--- src/rtl/param_one_counter_pkg.sv ---
// Shared definitions for the parametrised bit-population counter.
// State encoding and the result-width helper live here.
package param_one_counter_pkg;

    typedef enum logic {
        ST_IDLE = 1'b0,
        ST_RUN  = 1'b1
    } state_e;

    function automatic int out_width(input int width);
        return $clog2(width + 1);
    endfunction

endpackage

--- src/rtl/one_counter_slice.sv ---
// Combinational popcount of one STEP-bit beat.
// Result is wide enough to hold STEP itself.
module one_counter_slice #(
    parameter int STEP = 1,
    parameter int CW   = $clog2(STEP + 1)
) (
    input  logic [STEP-1:0] bits_i,
    output logic [CW-1:0]   count_o
);

    always_comb begin
        count_o = '0;
        for (int i = 0; i < STEP; i++) begin
            count_o = count_o + CW'(bits_i[i]);
        end
    end

endmodule

--- src/rtl/param_one_counter.sv ---
// Multi-cycle ones/zeros counter: latches a word on Start, consumes
// STEP bits per cycle and pulses Done with the count after WIDTH/STEP beats.
module param_one_counter
    import param_one_counter_pkg::*;
#(
    parameter  int WIDTH = 8,
    parameter  int STEP  = 1,
    localparam int OUT_W = out_width(WIDTH)
) (
    input  logic             CLK,
    input  logic             RST_N,
    input  logic             Start,
    input  logic             Mode,
    input  logic [WIDTH-1:0] DataIn,
    output logic             Busy,
    output logic [OUT_W-1:0] Out,
    output logic             Done
);

    localparam int N  = WIDTH / STEP;
    localparam int BW = $clog2(N + 1);
    localparam int CW = $clog2(STEP + 1);

    if (WIDTH < 1 || STEP < 1 || STEP > WIDTH || (WIDTH % STEP) != 0) begin : g_bad_cfg
        $error("param_one_counter: illegal WIDTH/STEP combination");
    end

    state_e             state_q, state_d;
    logic [WIDTH-1:0]   shift_q, shift_d;
    logic [OUT_W-1:0]   acc_q, acc_d;
    logic [OUT_W-1:0]   out_q, out_d;
    logic [BW-1:0]      beat_q, beat_d;
    logic               done_q, done_d;
    logic [CW-1:0]      slice_cnt;
    logic [OUT_W-1:0]   acc_sum;
    logic               last_beat;

    one_counter_slice #(
        .STEP (STEP),
        .CW   (CW)
    ) u_slice (
        .bits_i  (shift_q[STEP-1:0]),
        .count_o (slice_cnt)
    );

    assign acc_sum   = acc_q + OUT_W'(slice_cnt);
    assign last_beat = (beat_q == BW'(1));

    always_ff @(posedge CLK) begin
        if (!RST_N) begin
            state_q <= ST_IDLE;
            shift_q <= '0;
            acc_q   <= '0;
            out_q   <= '0;
            beat_q  <= '0;
            done_q  <= 1'b0;
        end else begin
            state_q <= state_d;
            shift_q <= shift_d;
            acc_q   <= acc_d;
            out_q   <= out_d;
            beat_q  <= beat_d;
            done_q  <= done_d;
        end
    end

    always_comb begin
        state_d = state_q;
        unique case (state_q)
            ST_IDLE: if (Start) state_d = ST_RUN;
            ST_RUN:  if (last_beat) state_d = ST_IDLE;
            default: state_d = ST_IDLE;
        endcase
    end

    // Zero counting is done by inverting the word once at load time.
    always_comb begin
        shift_d = shift_q;
        acc_d   = acc_q;
        beat_d  = beat_q;
        out_d   = out_q;
        done_d  = 1'b0;
        unique case (state_q)
            ST_IDLE: begin
                if (Start) begin
                    shift_d = Mode ? ~DataIn : DataIn;
                    acc_d   = '0;
                    beat_d  = BW'(N);
                end
            end
            ST_RUN: begin
                acc_d   = acc_sum;
                shift_d = shift_q >> STEP;
                beat_d  = beat_q - BW'(1);
                if (last_beat) begin
                    out_d  = acc_sum;
                    done_d = 1'b1;
                end
            end
            default: begin
                done_d = 1'b0;
            end
        endcase
    end

    always_comb begin
        Busy = (state_q == ST_RUN);
        Out  = out_q;
        Done = done_q;
    end

endmodule

--- config.mk ---
export PLATFORM = sky130hd
export DESIGN_NAME = param_one_counter
export DESIGN_NICKNAME = d
export VERILOG_FILES = /design/src/rtl/param_one_counter_pkg.sv /design/src/rtl/one_counter_slice.sv /design/src/rtl/param_one_counter.sv
export SDC_FILE = /design/constraint.sdc
export NUM_CORES = 1
export LEC_CHECK = 0
export BUFFER_PORTS_ARGS = -buffer_cell sky130_fd_sc_hd__buf_4
export CAP_MARGIN = 0
export CORE_MARGIN = 8
export CORE_UTILIZATION = 58
export CTS_BUF_LIST = sky130_fd_sc_hd__clkbuf_16
export CTS_CLUSTER_SIZE = 24
export DETAILED_ROUTE_END_ITERATION = 6
export MAX_ROUTING_LAYER = met4
export PLACE_DENSITY = 0.84
export RECOVER_POWER = 100
export SETUP_SLACK_MARGIN = 0.15
export SLEW_MARGIN = 10
export SYNTH_ARGS = -nofsm -noshare
export SYNTH_HDL_FRONTEND = slang
export SYNTH_HIERARCHICAL = 1
export SYNTH_SLANG_ARGS = --single-unit
--- constraint.sdc ---
create_clock -name CLK -period 2.2 [get_ports CLK]
set_clock_uncertainty 0.2 [all_clocks]
set_input_delay 0.44 -clock CLK [delete_from_list [all_inputs] [get_ports CLK]]
set_output_delay 0.44 -clock CLK [all_outputs]
set_load 0.1 [all_outputs]
==> results of run 1 <==
cell usage after synthesis:
cell type  number
a21oi_1         2
and4bb_1        1
nand3b_1        2
a211oi_1        8
or2_2           1
o21ai_0         4
a21boi_0        2
mux2i_1         3
inv_1           2
mux2_2          1
nor3b_1         3
buf_2           3
dfxtp_1        22
buf_4           4
nor3_1          2
and2_1          1
clkbuf_1        2
nor2_1          9
nand2_1         2
nor2b_1         9
nand2b_1        1
buf_6           1
a31oi_1         2
a31o_2          7
o21a_1          1
nand3_1         2
xnor2_1         9
ha_1            4
o211a_1         2
per-layer routing:
| layer | wire length (um) | global-route usage |
|---|---|---|
| met1 | 961 | 0.1627 |
| met2 | 1142 | 0.2586 |
| met3 | 68 | 0.03254 |
| met4 | 23 | 0.06485 |
| met5 | 0 | - |
logic make-up after synthesis:
group,after synthesis,share of synthesized area
AO/OA/AOI/OAI,28,0.1921
flip-flops,22,0.4098
buffers and inverters,12,0.06636
XOR/XNOR,9,0.07335
AND/OR/NAND/NOR,33,0.1735
multiplexers,4,0.03842
adder cells (fa/ha/maj),4,0.04657
metrics by stage:
stage          hold slack [ns]  setup slack, ns  power [uW]  cells  instance area [sq um]
3_5_place_dp            0.2780           0.6078       597.8    146                   1185
6_report                0.2791           0.2251       966.4    150                   1241
5_1_grt                 0.3083           0.1685        1005    150                   1241
3_3_place_gp            0.2691           0.6861       591.1    146                   1185
4_1_cts                 0.2809           0.3810       980.5    150                   1264
2_1_floorplan           0.2611           0.2026       562.9    112                   1075
sequential cells by signal, summed over array words and instances, names as in the netlist:
signal / flops
acc_q: 4
Done: 1
shift_q: 8
Busy: 1
beat_q: 4
Out: 4
report_power, final:
group          switching, uW  leakage [uW]  internal [uW]
sequential              17.9      0.000180            423
clock                    139     0.0000385            242
combinational           80.0      0.000282           63.6
final timing paths:
kind	startpoint	endpoint	slack [ns]	cells after the start
hold reg to reg	shift_q[7]	shift_q[6]	0.29	1
hold / removal	DataIn[7]	shift_q[7]	0.28	3
setup / recovery	Busy	Busy	0.23	1
setup reg to reg	Busy	Out[1]	0.59	3
final cells by class:
cell class,count,area (sq um),share of cell area
multi-input combinational,78,563.0,0.4536
inverter,2,7.507,0.006048
clock buffer,3,75.07,0.06048
timing repair buffer,19,120.1,0.09677
tap,25,31.28,0.02520
clock inverter,1,3.754,0.003024
sequential,22,440.4,0.3548
==> metrics.yaml, run 1 <==
run_status:
  status: "finished, final reports clean"
clocking:
  cts_root_buffer: "clkbuf_16"
  post_cts_buffers: 0
  post_cts_resize_count: 0
  cts_tree: "built"
  clock_sinks: 22
  clk_path_buf_depth: 2
  clkTransAtPathRegs_ns: 0.06
  h-tree-depth: 1
  ctsHoldBuffers: 0
  numCtsBuffers: 3
  clk_latency_ns: 0.25
timing:
  rsz0062_at_grt: "false"
  finalHoldViolCount: 0
  post-route-min-period_ns: 1.975
  fmax_mhz: 506.4
  setup_viol: 0
  worstMarginPinSlew_ns: 0.5470
  max_slew_margin: 0.6369
  slew_viol_final: 0
  post-route-period-util: 0.8977
  tns_ns: 0
floorplanning:
  fp.dieH_um: 59.05
  coreArea_sq_um: 1727
  rows: 15
  die_w_um: 59.05
  die_area_sq_um: 3486
  initial_core_util: 0.6225
  ioPinCount: 18
setup_path:
  required_ns: 1.56
  cp-end-kind: "output pin"
  slowest_stage: "dfxtp_1"
  crit_family: "flip-flops"
  cp.arrival_ns: 1.33
  cp_num_buf_inv: 1
  start_kind: "flip-flop"
  critPathMaxStageDelay_ns: 0.54
  worstSetupPathType: "reg2out"
  path_cells: "clkbuf_2"
  cp_max_fo: 12
synth:
  netlist_top_cells_area: "dfxtp_1, xnor2_1, a31o_2"
  syn_inst: 112
  synth-seq-area-share: 0.4098
  syn-num-nets: 128
  ys_warn_count: 6
  netlist_area_sq_um: 1075
  avgSynthCellArea_sq_um: 9.596
  netlist-cell-type-count: 29
  synth_top_area_cell: "dfxtp_1"
  synth_top_area_frac: 0.4098
  ys_ff_latch: 22
detailed_routing:
  via_count: 835
  drt.antenna.violating_nets: 0
  drc_errors: 0
  viasPerCell: 5.567
  drtIter0Drc: 21
  wirelength_mm: 2.195
  first_pass_iters: 4
  wl_per_cell_um: 14.63
cells_and_area:
  nFillCells: 137
  layout.nets: 142
  layout-drive-gt1-share: 0.2320
  area_delta_synth_final_pct: 15.48
  antenna_cells: 0
  mostFrequentLayoutCells: "dfxtp_1, buf_4, xnor2_1, nor2_1, nor2b_1"
  utilization: 0.7188
  layout_commonest_cell: "dfxtp_1"
job:
  maxCapViolations: 0
hold_path:
  hold_class: "in2reg"
place:
  numPortBuffers: 17
  dp_hpwl_mm: 1.514
  gp_congestion: 0.7110
global_route:
  antenna_found_initial: 0
  gr-usage-all-layers: 0.1503
  grt_pass1_vias: 868
  grt-ovfl-total: 0
  grt_first_pass_wirelength_mm: 3.953
  grt_start_max_net_pins: 23
power:
  ir_drop_mv: 0.4720
  p_per_area_nw_per_um2: 778.6
  leakagePower_uw: 0.0005009
(Power assumes the default switching activity.)
==> run 2: changes to the inputs <==
==> constraint.sdc (replaced) <==
create_clock -name CLK -period 2.2 [get_ports CLK]
set_clock_uncertainty 0.2 [all_clocks]
set_input_delay 0.55 -clock CLK [delete_from_list [all_inputs] [get_ports CLK]]
set_output_delay 0.55 -clock CLK [all_outputs]
set_load 0.1 [all_outputs]
==> metrics.yaml, run 2 (synthesized netlist as in run 1, its figures left out) <==
run_status:
  status: "finished, final reports clean"
cells_and_area:
  layout.nets: 141
  layout-drive-gt1-share: 0.2419
  mostFrequentLayoutCells: "dfxtp_1, buf_4, xnor2_1, nor2_1, nor2b_1"
  layout_commonest_cell: "dfxtp_1"
  regMostFlops: "shift_q"
  antenna_cells: 0
  area_delta_synth_final_pct: 15.72
  stdcell_area_sq_um: 1244
  largest_reg_flops: 8
floorplanning:
  coreArea_sq_um: 1727
  initial_core_util: 0.6225
  fp.dieH_um: 59.05
  ioPinCount: 18
  die_area_sq_um: 3486
  rows: 15
  die_w_um: 59.05
place:
  dp_hpwl_mm: 1.463
  dpl_cell_area_sq_um: 1177
  gp_congestion: 0.7394
  numPortBuffers: 17
setup_path:
  critPathMaxStageDelay_ns: 0.51
  worstSetupPathType: "reg2out"
  start_kind: "flip-flop"
  path_cells: "buf_4"
  required_ns: 1.45
  slowest_stage: "dfxtp_1"
  crit_family: "flip-flops"
  cp-end-kind: "output pin"
  cp_max_fo: 11
  cp_num_buf_inv: 1
  cp.arrival_ns: 1.12
global_route:
  grt_start_max_net_pins: 23
  grt-ovfl-total: 0
  antenna_found_initial: 0
  gr-usage-all-layers: 0.1275
  grt_first_pass_wirelength_mm: 3.401
  grt_pass1_vias: 778
detailed_routing:
  drtIter0Drc: 7
  first_pass_iters: 4
  wl_per_cell_um: 13.21
  viasPerCell: 5.450
  wirelength_mm: 1.968
  via_count: 812
  drc_errors: 0
  drt.antenna.violating_nets: 0
timing:
  max_slew_margin: 0.6404
  rsz0062_at_grt: "false"
  post-route-period-util: 0.8521
  tns_ns: 0
  finalHoldViolCount: 0
  worstMarginPinSlew_ns: 0.5417
  post-route-min-period_ns: 1.875
  setup_viol: 0
  slew_viol_final: 0
  fmax_mhz: 533.5
power:
  leakagePower_uw: 0.0005032
  p_per_area_nw_per_um2: 771.7
  ir_drop_mv: 0.5010
clocking:
  h-tree-depth: 1
  clock_sinks: 22
  clk_path_buf_depth: 2
  cts_root_buffer: "clkbuf_16"
  ctsHoldBuffers: 0
  clk_latency_ns: 0.25
  clkTransAtPathRegs_ns: 0.05
  cts_tree: "built"
  numCtsBuffers: 3
  post_cts_buffers: 0
  post_cts_resize_count: 0
job:
  maxCapViolations: 0
hold_path:
  hold_class: "reg2reg"
[run 2: power by group]
| group | internal (uW) | leakage, uW | switching [uW] |
|---|---|---|---|
| logic | 65.2 | 0.000284 | 79.4 |
| registers | 423 | 0.000180 | 17.4 |
| clock network | 242 | 0.0000385 | 133 |
| total | 730 | 0.000503 | 229 |
[run 2: final timing paths]
kind | startpoint | endpoint | slack [ns] | depth (start not counted)
worst max register to register | Busy | Out[1] | 0.65 | 3
worst min-delay path | shift_q[2] | shift_q[1] | 0.29 | 1
worst max-delay path | Busy | Busy | 0.33 | 1
worst min register to register | shift_q[2] | shift_q[1] | 0.29 | 1
[run 2: final cells by class]
cell class | count | area, sq um
sequential | 22 | 440.4
tap | 25 | 31.28
clock buffer | 3 | 75.07
inverter | 2 | 7.507
multi-input combinational | 78 | 563.0
fill | 147 | 483.0
timing repair buffer | 18 | 122.6
clock inverter | 1 | 3.754
[run 2: stage by stage]
stage            util  setup slack [ns]  hold slack, ns  cells  power [uW]
2_1_floorplan       -            0.2026          0.2611    112       562.9
3_3_place_gp   0.6819            0.5826          0.2695    145       589.3
3_5_place_dp   0.6819            0.5943          0.2813    145       596.3
4_1_cts        0.7275            0.3214          0.2944    149       969.9
5_1_grt        0.7203            0.2753          0.3022    149        1004
6_report       0.7203            0.3254          0.2895    149       959.8
[run 2: per-layer routing]
layer	global-route usage	share of wire	routed length, um	vias to the layer above
met3	0.03037	0.038	74	2
met1	0.1450	0.47	928	380
li1	-	-	-	418
met4	0.05119	0.0081	16	0
met5	-	0	0	-
met2	0.2103	0.48	949	12
